--- src/rtl/muldiv_hilo_if.sv ---
// Issue/result bundle between the control unit and the HI/LO multiply-divide unit.
// master = control side (issues ops, stalls on busy), slave = the unit itself.
interface muldiv_hilo_if #(
  parameter int WIDTH = 32
);
  logic             start;
  logic [2:0]       op;
  logic [WIDTH-1:0] op_a;
  logic [WIDTH-1:0] op_b;
  logic             flush;
  logic             busy;
  logic             done;
  logic [WIDTH-1:0] hi;
  logic [WIDTH-1:0] lo;

  modport master (
    output start, op, op_a, op_b, flush,
    input  busy, done, hi, lo
  );

  modport slave (
    input  start, op, op_a, op_b, flush,
    output busy, done, hi, lo
  );
endinterface

--- src/rtl/muldiv_hilo.sv ---
// Iterative MULT/MULTU/DIV/DIVU unit with the architectural HI/LO registers.
// state | meaning
// IDLE  | waiting for an issue; MTHI/MTLO write HI/LO here
// CALC  | one radix-2 step per clock (shift-add / restoring divide), busy high
// DONE  | HI/LO just written, done high; a new issue is accepted here
module muldiv_hilo #(
  parameter int WIDTH = 32
) (
  input  logic          clk,
  input  logic          rst_n,
  muldiv_hilo_if.slave  bus
);
  localparam int CW = $clog2(WIDTH);

  typedef enum logic [1:0] {S_IDLE, S_CALC, S_DONE} state_t;

  state_t                 state, state_nxt;
  logic [CW-1:0]          cnt;
  logic [2*WIDTH-1:0]     acc, acc_step;
  logic [WIDTH-1:0]       opnd;
  logic                   mul_op, neg_res, neg_rem;
  logic [WIDTH-1:0]       hi_q, lo_q, res_hi, res_lo;
  logic                   do_load, do_mthi, do_mtlo, do_step, do_finish;
  logic                   signed_op, a_neg, b_neg;
  logic [WIDTH-1:0]       a_mag, b_mag;
  logic [WIDTH:0]         mul_sum, div_trial;
  logic [2*WIDTH-1:0]     prod;

  always_ff @(posedge clk or negedge rst_n) begin
    if (!rst_n) state <= S_IDLE;
    else        state <= state_nxt;
  end

  always_comb begin
    state_nxt = state;
    do_load   = 1'b0;
    do_mthi   = 1'b0;
    do_mtlo   = 1'b0;
    do_step   = 1'b0;
    do_finish = 1'b0;
    case (state)
      S_CALC: begin
        if (bus.flush) begin
          state_nxt = S_IDLE;
        end else begin
          do_step = 1'b1;
          if (cnt == CW'(WIDTH - 1)) begin
            do_finish = 1'b1;
            state_nxt = S_DONE;
          end
        end
      end
      default: begin
        state_nxt = S_IDLE;
        if (bus.start && !bus.flush) begin
          case (bus.op)
            3'b100: do_mthi = 1'b1;
            3'b101: do_mtlo = 1'b1;
            3'b000, 3'b001, 3'b010, 3'b011: begin
              do_load   = 1'b1;
              state_nxt = S_CALC;
            end
            default: ;
          endcase
        end
      end
    endcase
  end

  // Operand magnitudes and the per-iteration step for both algorithms.
  always_comb begin
    signed_op = ~bus.op[0];
    a_neg     = signed_op & bus.op_a[WIDTH-1];
    b_neg     = signed_op & bus.op_b[WIDTH-1];
    a_mag     = a_neg ? -bus.op_a : bus.op_a;
    b_mag     = b_neg ? -bus.op_b : bus.op_b;

    mul_sum   = {1'b0, acc[2*WIDTH-1:WIDTH]} + {1'b0, (acc[0] ? opnd : {WIDTH{1'b0}})};
    div_trial = acc[2*WIDTH-1:WIDTH-1] - {1'b0, opnd};
    if (mul_op)
      acc_step = {mul_sum, acc[WIDTH-1:1]};
    else if (div_trial[WIDTH])
      acc_step = {acc[2*WIDTH-2:0], 1'b0};
    else
      acc_step = {div_trial[WIDTH-1:0], acc[WIDTH-2:0], 1'b1};

    prod = neg_res ? -acc_step : acc_step;
    if (mul_op) begin
      res_hi = prod[2*WIDTH-1:WIDTH];
      res_lo = prod[WIDTH-1:0];
    end else begin
      res_hi = neg_rem ? -acc_step[2*WIDTH-1:WIDTH] : acc_step[2*WIDTH-1:WIDTH];
      res_lo = neg_res ? -acc_step[WIDTH-1:0] : acc_step[WIDTH-1:0];
    end
  end

  always_ff @(posedge clk or negedge rst_n) begin
    if (!rst_n) begin
      cnt     <= '0;
      acc     <= '0;
      opnd    <= '0;
      mul_op  <= 1'b0;
      neg_res <= 1'b0;
      neg_rem <= 1'b0;
      hi_q    <= '0;
      lo_q    <= '0;
    end else begin
      if (do_mthi) hi_q <= bus.op_a;
      if (do_mtlo) lo_q <= bus.op_a;
      if (do_load) begin
        cnt    <= '0;
        mul_op <= ~bus.op[1];
        if (!bus.op[1]) begin
          opnd    <= a_mag;
          acc     <= {{WIDTH{1'b0}}, b_mag};
          neg_res <= a_neg ^ b_neg;
          neg_rem <= 1'b0;
        end else if (bus.op_b == '0) begin
          // Divisor 0 replays the raw dividend into the remainder and an all-ones quotient.
          opnd    <= '0;
          acc     <= {{WIDTH{1'b0}}, bus.op_a};
          neg_res <= 1'b0;
          neg_rem <= 1'b0;
        end else begin
          opnd    <= b_mag;
          acc     <= {{WIDTH{1'b0}}, a_mag};
          neg_res <= a_neg ^ b_neg;
          neg_rem <= a_neg;
        end
      end
      if (do_step) begin
        cnt <= cnt + 1'b1;
        acc <= acc_step;
      end
      if (do_finish) begin
        hi_q <= res_hi;
        lo_q <= res_lo;
      end
    end
  end

  assign bus.busy = (state == S_CALC);
  assign bus.done = (state == S_DONE);
  assign bus.hi   = hi_q;
  assign bus.lo   = lo_q;
endmodule

--- src/flat_wrapper.sv ---
// flat-port wrapper written by rule: the top's interface ports become plain ports
module muldiv_hilo_flat 
#(
  parameter int WIDTH = 32
)
  (clk, rst_n, bus_start, bus_op, bus_op_a, bus_op_b, bus_flush, bus_busy, bus_done, bus_hi, bus_lo);
  muldiv_hilo_if #(.WIDTH(WIDTH)) bus_i ();
  input  logic clk;
  input  logic rst_n;
  input wire logic [$bits(bus_i.start)-1:0] bus_start;
  input wire logic [$bits(bus_i.op)-1:0] bus_op;
  input wire logic [$bits(bus_i.op_a)-1:0] bus_op_a;
  input wire logic [$bits(bus_i.op_b)-1:0] bus_op_b;
  input wire logic [$bits(bus_i.flush)-1:0] bus_flush;
  output wire logic [$bits(bus_i.busy)-1:0] bus_busy;
  output wire logic [$bits(bus_i.done)-1:0] bus_done;
  output wire logic [$bits(bus_i.hi)-1:0] bus_hi;
  output wire logic [$bits(bus_i.lo)-1:0] bus_lo;
  assign bus_i.start = bus_start;
  assign bus_i.op = bus_op;
  assign bus_i.op_a = bus_op_a;
  assign bus_i.op_b = bus_op_b;
  assign bus_i.flush = bus_flush;
  assign bus_busy = bus_i.busy;
  assign bus_done = bus_i.done;
  assign bus_hi = bus_i.hi;
  assign bus_lo = bus_i.lo;
  muldiv_hilo #(.WIDTH(WIDTH)) u_core (.clk(clk), .rst_n(rst_n), .bus(bus_i));
endmodule
--- config.mk ---
export PLATFORM = sky130hd
export DESIGN_NAME = muldiv_hilo_flat
export DESIGN_NICKNAME = d
export VERILOG_FILES = /design/src/rtl/muldiv_hilo_if.sv /design/src/rtl/muldiv_hilo.sv /design/src/flat_wrapper.sv
export SDC_FILE = /design/constraint.sdc
export NUM_CORES = 1
export LEC_CHECK = 0
export CAP_MARGIN = 20
export CORE_ASPECT_RATIO = 2
export CORE_MARGIN = 1.5
export CORE_UTILIZATION = 55
export DETAILED_ROUTE_END_ITERATION = 6
export PLACE_DENSITY = 0.79
export SYNTH_ARGS = -nofsm -noshare
export SYNTH_HDL_FRONTEND = slang
export SYNTH_SLANG_ARGS = --single-unit
--- constraint.sdc ---
create_clock -name clk -period 5 [get_ports clk]
set_input_delay 1.5 -clock clk [delete_from_list [all_inputs] [get_ports clk]]
set_output_delay 1.5 -clock clk [all_outputs]
set_load 0.005 [all_outputs]
# [Word-level counts from Yosys, hierarchy flattened]
# Index checks and enable logic that the tools add are counted.
[classes] bitwise=5 n_reduce_logical=8 n_eq_ne=9 muxes=45 add_sub_neg=8
[op_table] cell="2-to-1 mux 32 bit" n=14
[op_table] cell="2-to-1 mux 64 bit" n=6
[op_table] cell="negator 32 bit" n=4
[op_table] cell="negator 64 bit" n=1
[op_table] cell="adder 32 x 32 -> 33 bit" n=1
[op_table] cell="subtractor 33 x 32 -> 33 bit" n=1
[op_table] cell="zero test 32 bit" n=1
[op_table] cell="2-to-1 mux 1 bit" n=19
[op_table] cell="2-to-1 mux 5 bit" n=2
[op_table] cell="2-to-1 mux 2 bit" n=4
[op_table] cell="equality test 3 x 2 -> 1 bit, second input constant" n=2
[op_table] cell="equality test 3 bit, second input constant" n=2
[op_table] cell="nonzero test 2 bit" n=3
[op_table] cell="adder 5 x 1 -> 5 bit, second input constant" n=1
[op_table] cell="equality test 5 bit, second input constant" n=1
[op_table] cell="OR reduction 4 bit" n=1
[op_table] cell="equality test 3 x 1 -> 1 bit, second input constant" n=1
[op_table] cell="zero test 3 bit" n=1
[op_table] cell="!= test 3 x 2 -> 1 bit, second input constant" n=1
[op_table] cell="bitwise AND 1 bit" n=2
[op_table] cell="equality test 2 x 1 -> 1 bit, second input constant" n=1
[op_table] cell="equality test 2 bit, second input constant" n=1
[op_table] cell="inverter 1 bit" n=2
[op_table] cell="logical AND 1 bit" n=1
[op_table] cell="other kinds (2)" n=2
[word_totals] word_cells=84 regBits=170 input_bits=71 output_inout_bits=66

# [Longest topological paths before layout]
[logic_depth] word_depth=7 depth_mapped=25 ltp_nobuf=23

# [Worst setup path before layout]
# Ideal clock, no wire load.
[synth_timing] path_kind="register to register" startpoint="register u_core.acc[31]" endpoint="register u_core.hi_q[26], in the netlist u_core.bus.hi[26]" required_ns=4.863 setup_ns=0.137 synth_period_minus_slack_ns=4.999 t_arrival_ns=4.862 stages_incl_launch_ff=25 slack_ns=0.001 path_buffers=1 cell_sequence="dfrtp_1 > inv_1 > ha_1 > fa_1 > nand2b_1 > a211oi_2 > o2111ai_2 > a21o_4 > mux2_4 > nand2_2 > buf_6 > nor2_1 > a21oi_1 > ha_1 > o21ai_0 > nor4_1 > nand4_1 > nor3_1 > nand2_1 > a21oi_1 > nand2b_1 > nand4_1 > o31ai_1 > xnor2_1 > a21oi_1"
[synth_between] elab_chain_len=7 word_cells_on_any_way=9 classes_between="3 x add/sub; 6 x mux"
[synth_lines] element="start: declaration" line="muldiv_hilo.sv:19" rtl="logic [2*WIDTH-1:0] acc, acc_step;"
[synth_lines] element="start signal: assignment" line="muldiv_hilo.sv:115" rtl="acc <= {{WIDTH{1'b0}}, b_mag};"
[synth_lines] element="start signal: assignment" line="muldiv_hilo.sv:121" rtl="acc <= {{WIDTH{1'b0}}, bus.op_a};"
[synth_lines] element="start signal: assignment" line="muldiv_hilo.sv:126" rtl="acc <= {{WIDTH{1'b0}}, a_mag};"
[synth_lines] element="subtractor 33 x 32 -> 33 bit" line="muldiv_hilo.sv:79" rtl="div_trial = acc[2*WIDTH-1:WIDTH-1] - {1'b0, opnd};"
[synth_lines] element="2-to-1 mux 64 bit" line="muldiv_hilo.sv:82" rtl="else if (div_trial[WIDTH])"
[synth_lines] element="2-to-1 mux 64 bit (*)" line="muldiv_hilo.sv:80" rtl="if (mul_op)"
[synth_lines] element="negator 64 bit or negator 32 bit (tied branches)" line="muldiv_hilo.sv:87, muldiv_hilo.sv:92"
[synth_lines] element="2-to-1 mux 64 bit or 2-to-1 mux 32 bit (tied branches)" line="muldiv_hilo.sv:87, muldiv_hilo.sv:92"
[synth_lines] element="2-to-1 mux 32 bit (*)" line="muldiv_hilo.sv:88" rtl="if (mul_op) begin"
[synth_lines] element="2-to-1 mux 32 bit (*)" line="muldiv_hilo.sv:135" rtl="if (do_finish) begin"
[synth_lines] element="end signal: assignment" line="muldiv_hilo.sv:108" rtl="if (do_mthi) hi_q <= bus.op_a;"
[synth_lines] element="end signal: assignment" line="muldiv_hilo.sv:136" rtl="hi_q <= res_hi;"
[synth_lines] element="end: declaration" line="muldiv_hilo.sv:22" rtl="logic [WIDTH-1:0] hi_q, lo_q, res_hi, res_lo;"
# Every way passes the cells marked *; elsewhere a longest branch is shown, timed or not.
# A chain may end at the register's enable or synchronous reset.

# [Worst setup path in the final report]
[layout_timing] startpoint="register u_core.opnd[0]" endpoint="register u_core.hi_q[13], in the netlist u_core.bus.hi[13]"
[layout_between] elab_chain_len=7 word_cells_on_any_way=11 classes_between="4 x add/sub; 7 x mux"
[layout_lines] element="start: declaration" line="muldiv_hilo.sv:20" rtl="logic [WIDTH-1:0] opnd;"
[layout_lines] element="start signal: assignment" line="muldiv_hilo.sv:114" rtl="opnd <= a_mag;"
[layout_lines] element="start signal: assignment" line="muldiv_hilo.sv:125" rtl="opnd <= b_mag;"
[layout_lines] element="subtractor 33 x 32 -> 33 bit or 2-to-1 mux 32 bit (tied branches)" line="muldiv_hilo.sv:79, muldiv_hilo.sv:78"
[layout_lines] element="2-to-1 mux 64 bit or adder 32 x 32 -> 33 bit (tied branches)" line="muldiv_hilo.sv:82, muldiv_hilo.sv:78"
[layout_lines] element="2-to-1 mux 64 bit (*)" line="muldiv_hilo.sv:80"
[layout_lines] element="negator 64 bit or negator 32 bit (tied branches)" line="muldiv_hilo.sv:87, muldiv_hilo.sv:92"
[layout_lines] element="2-to-1 mux 64 bit or 2-to-1 mux 32 bit (tied branches)" line="muldiv_hilo.sv:87, muldiv_hilo.sv:92"
[layout_lines] element="2-to-1 mux 32 bit (*)" line="muldiv_hilo.sv:88"
[layout_lines] element="2-to-1 mux 32 bit (*)" line="muldiv_hilo.sv:135"
# Marked as above.

==> impl_metrics.toml <==
[route]
routed_wl_mm = 69.3
antenna_left = 0
drt-initial-drc-count = 1642
via_count = 18200
firstDrtPassIters = 5
drcViolationCount = 0
wl_per_cell_um = 25.2
via_per_inst = 6.64

[sta]
fin_crit_ns = 4.84
slew_headroom_pct = 36.8
whs_ns = 0.496
hold_viol = 0
setup_viol = 0
drv_slew = 0
worstMarginPinSlew_ns = 0.948
finalCritPeriodShare_pct = 96.7
skew_ns = 0.0126
setup_ws_ns = 0.165
max_freq_mhz = 207

[global_route]
grt_max_degree = 80
antenna_found_initial = 0
grt_pass1_vias = 18400
grt_use_total_pct = 43.7
grt_overflow_total = 0
grt_pass1_wl_mm = 105

[setup_path]
worstPathArrival_ns = 5.15
worstSetupEndpointType = "register"
startpoint_type = "register"
cp.required_ns = 5.32
crit_fanout = 9
critical_path_class = "register to register"

[synth]
synth-edff-count = 0
ys_seq_area_share_pct = 25.4
avgSynthCellArea_um2 = 7.61
synthFlopType = "dfrtp_1"
synth_cell_types = 92
synth_seq_cells = 170
async_reset_ff_share_pct = 100
synthCells = 2199
syn-num-nets = 2342
syn_area_um2 = 16700
ys_warn_count = 0

[die]
fp-row-count = 90
io_pins = 137
start_util_pct = 55.7
die_y_um = 250
die_w_um = 126
fp.coreArea_um2 = 30100
dieArea_um2 = 31600

[pwr]
p_leak_nw = 8.46
powerDensity_nw_per_um2 = 526
vdd_drop_max_mv = 0.317

[clocking]
clockBufferDepth = 2
insertion_delay_ns = 0.47
clock-sinks = 170
cts_buffers = 17
path_clk_slew_ns = 0.07
tritoncts = "done"
root_buffer = "clkbuf_16"
htree_levels = 4

[finish]
drive_above_1_share_pct = 11.4
synthToLayoutAreaGrowth_pct = 19.0
nets = 2509
num_antenna_cells = 0
final_area_um2 = 19900

[placement]
dpl_cell_area_um2 = 19300
dpl.hpwl_mm = 53.5
gp_congestion = 1.01
post-place-ws_ns = 0.0596
portBuffers = 136

[flow_run]
maxCapViolCount = 0

[worst_hold_path]
hold_class = "register to register"

[run_status]
status = "complete, no violations"
==> cells by family (layout without fill, tap and decap cells) <==
family                   count (synthesis)  after routing  synth area share [%]
buffers and inverters                  230            410                  5.45
AO/OA/AOI/OAI                          709            709                  26.8
AND/OR/NAND/NOR                        757            757                  22.3
XOR/XNOR                               171            171                  8.95
multiplexers                            90             90                  5.60
flip-flops                             170            170                  25.4
adder cells (fa/ha/maj)                 72             72                  5.47
==> worst paths after layout <==
kind,slack (ns),end,from,cells after the start
setup / recovery,0.16,u_core.bus.hi[13]$_DFFE_PN0P_,u_core.opnd[0]$_DFFE_PN0P_,17
hold / removal,0.50,u_core.opnd[0]$_DFFE_PN0P_,u_core.opnd[0]$_DFFE_PN0P_,2
setup reg to reg,0.16,u_core.bus.hi[13]$_DFFE_PN0P_,u_core.opnd[0]$_DFFE_PN0P_,17
hold reg to reg,0.50,u_core.opnd[0]$_DFFE_PN0P_,u_core.opnd[0]$_DFFE_PN0P_,2
max in group asynchronous,2.96,u_core.acc[58]$_DFFE_PN0P_,rst_n,2
min in group asynchronous,1.06,u_core.opnd[20]$_DFFE_PN0P_,rst_n,1
==> Yosys cell counts, types with 7 or more instances <==
| master | n | area, µm² |
|---|---|---|
| nand2_1 | 230 | 863 |
| o21ai_0 | 225 | 1130 |
| a21oi_1 | 188 | 941 |
| dfrtp_1 | 170 | 4250 |
| nor2_1 | 164 | 616 |
| clkbuf_1 | 124 | 465 |
| xnor2_1 | 103 | 902 |
| nand3_1 | 78 | 390 |
| mux2i_1 | 73 | 731 |
| inv_1 | 72 | 270 |
| a211oi_1 | 71 | 533 |
| ha_1 | 70 | 876 |
| xor2_1 | 68 | 596 |
| nor3_1 | 44 | 220 |
| and2_1 | 41 | 257 |
| or3_1 | 39 | 244 |
| nor2b_1 | 30 | 188 |
| o31ai_1 | 26 | 195 |
| nand4_1 | 25 | 156 |
| nor4_1 | 25 | 156 |
| a21o_1 | 20 | 150 |
| nand2b_1 | 20 | 125 |
| o211ai_1 | 17 | 128 |
| buf_1 | 16 | 60.1 |
| and3_1 | 15 | 93.8 |
| mux2_2 | 15 | 169 |
| a311oi_1 | 14 | 123 |
| a31oi_1 | 14 | 87.6 |
| o21a_1 | 14 | 105 |
| buf_2 | 10 | 50.1 |
| o41ai_1 | 10 | 87.6 |
| nor3b_1 | 9 | 67.6 |
| a31o_2 | 8 | 70.1 |
| o21bai_1 | 8 | 60.1 |
| a221o_1 | 7 | 70.1 |
==> critical path: stages (launching register included) <==
cell       delay, ns
dfrtp_1         0.39
ha_1            0.22
fa_1            0.41
nand2b_4        0.17
a211oi_4        0.28
o2111ai_2       0.20
a21o_4          0.27
mux2i_4         0.27
buf_4           0.23
nor4_1          0.31
a221o_1         0.34
nor4b_4         0.08
buf_4           0.18
buf_4           0.15
a31oi_1         0.49
nor3b_1         0.35
xnor2_1         0.22
a21oi_1         0.11
==> cell type report <==
cell class | count | area (µm²)
Tap cell | 368 | 460
Clock inverter | 13 | 118
Fill cell | 2727 | 10100
Inverter | 72 | 272
Timing Repair Buffer | 306 | 2700
Sequential cell | 170 | 4260
Clock buffer | 19 | 453
Multi-Input combinational cell | 1799 | 11700
==> metrics by stage <==
step	power (mW)	TNS (ns)	instances	utilization, %
6_report	10.5	0	2747	66.3
5_1_grt	11.0	-0.0423	2747	66.3
4_1_cts	10.2	0	2743	65.9
3_5_place_dp	8.79	0	2711	64.0
3_3_place_gp	8.74	0	2711	64.0
2_1_floorplan	6.16	0	2199	-
==> flip-flops by register name (all words and copies together), names as in the netlist <==
signal and flops:
u_core.neg_rem 1, u_core.bus.lo 32, u_core.opnd 32, u_core.bus.hi 32, u_core.mul_op 1, u_core.state 2, u_core.neg_res 1, u_core.acc 64
u_core.cnt 5
==> repair_timing <==
item	in CTS	in global routing
endpoints found under the hold margin	0	0
buffers inserted	0	4
gates resized for setup	0	14
endpoints found under the setup margin	0	24
hold buffers	0	0
==> power breakdown <==
part / leakage [nW] / total (mW) / internal [mW] / switching [mW]
clock: 0.280 / 1.36 / 0.716 / 0.643
sequential: 2.14 / 2.20 / 1.74 / 0.467
combinational: 6.04 / 6.91 / 2.78 / 4.13
total: 8.46 / 10.5 / 5.23 / 5.24
==> placed cells by master (no fill, tap or decap), drive strengths merged, types with 20 or more instances in the layout <==
master / count
nand2: 232
a21oi: 188
nor2: 165
nor4: 28
or3: 39
ha: 70
inv: 75
xor2: 68
a211oi: 73
nand3: 78
mux2i: 74
nand2b: 20
xnor2: 103
nor2b: 30
o31ai: 26
nand4: 25
and2: 41
buf: 172
dfrtp: 170
clkdlybuf4s50: 134
o21ai: 229
nor3: 44
a21o: 21
==> layer usage <==
layer	GRT usage, %	up-vias	part of all wire, %
met5	0	-	0
met2	76.2	903	50
met3	7.44	318	6.3
met4	36.8	0	9.5
met1	45.1	8702	34
li1	-	8325	-
Power figures use the tool's default switching activity.
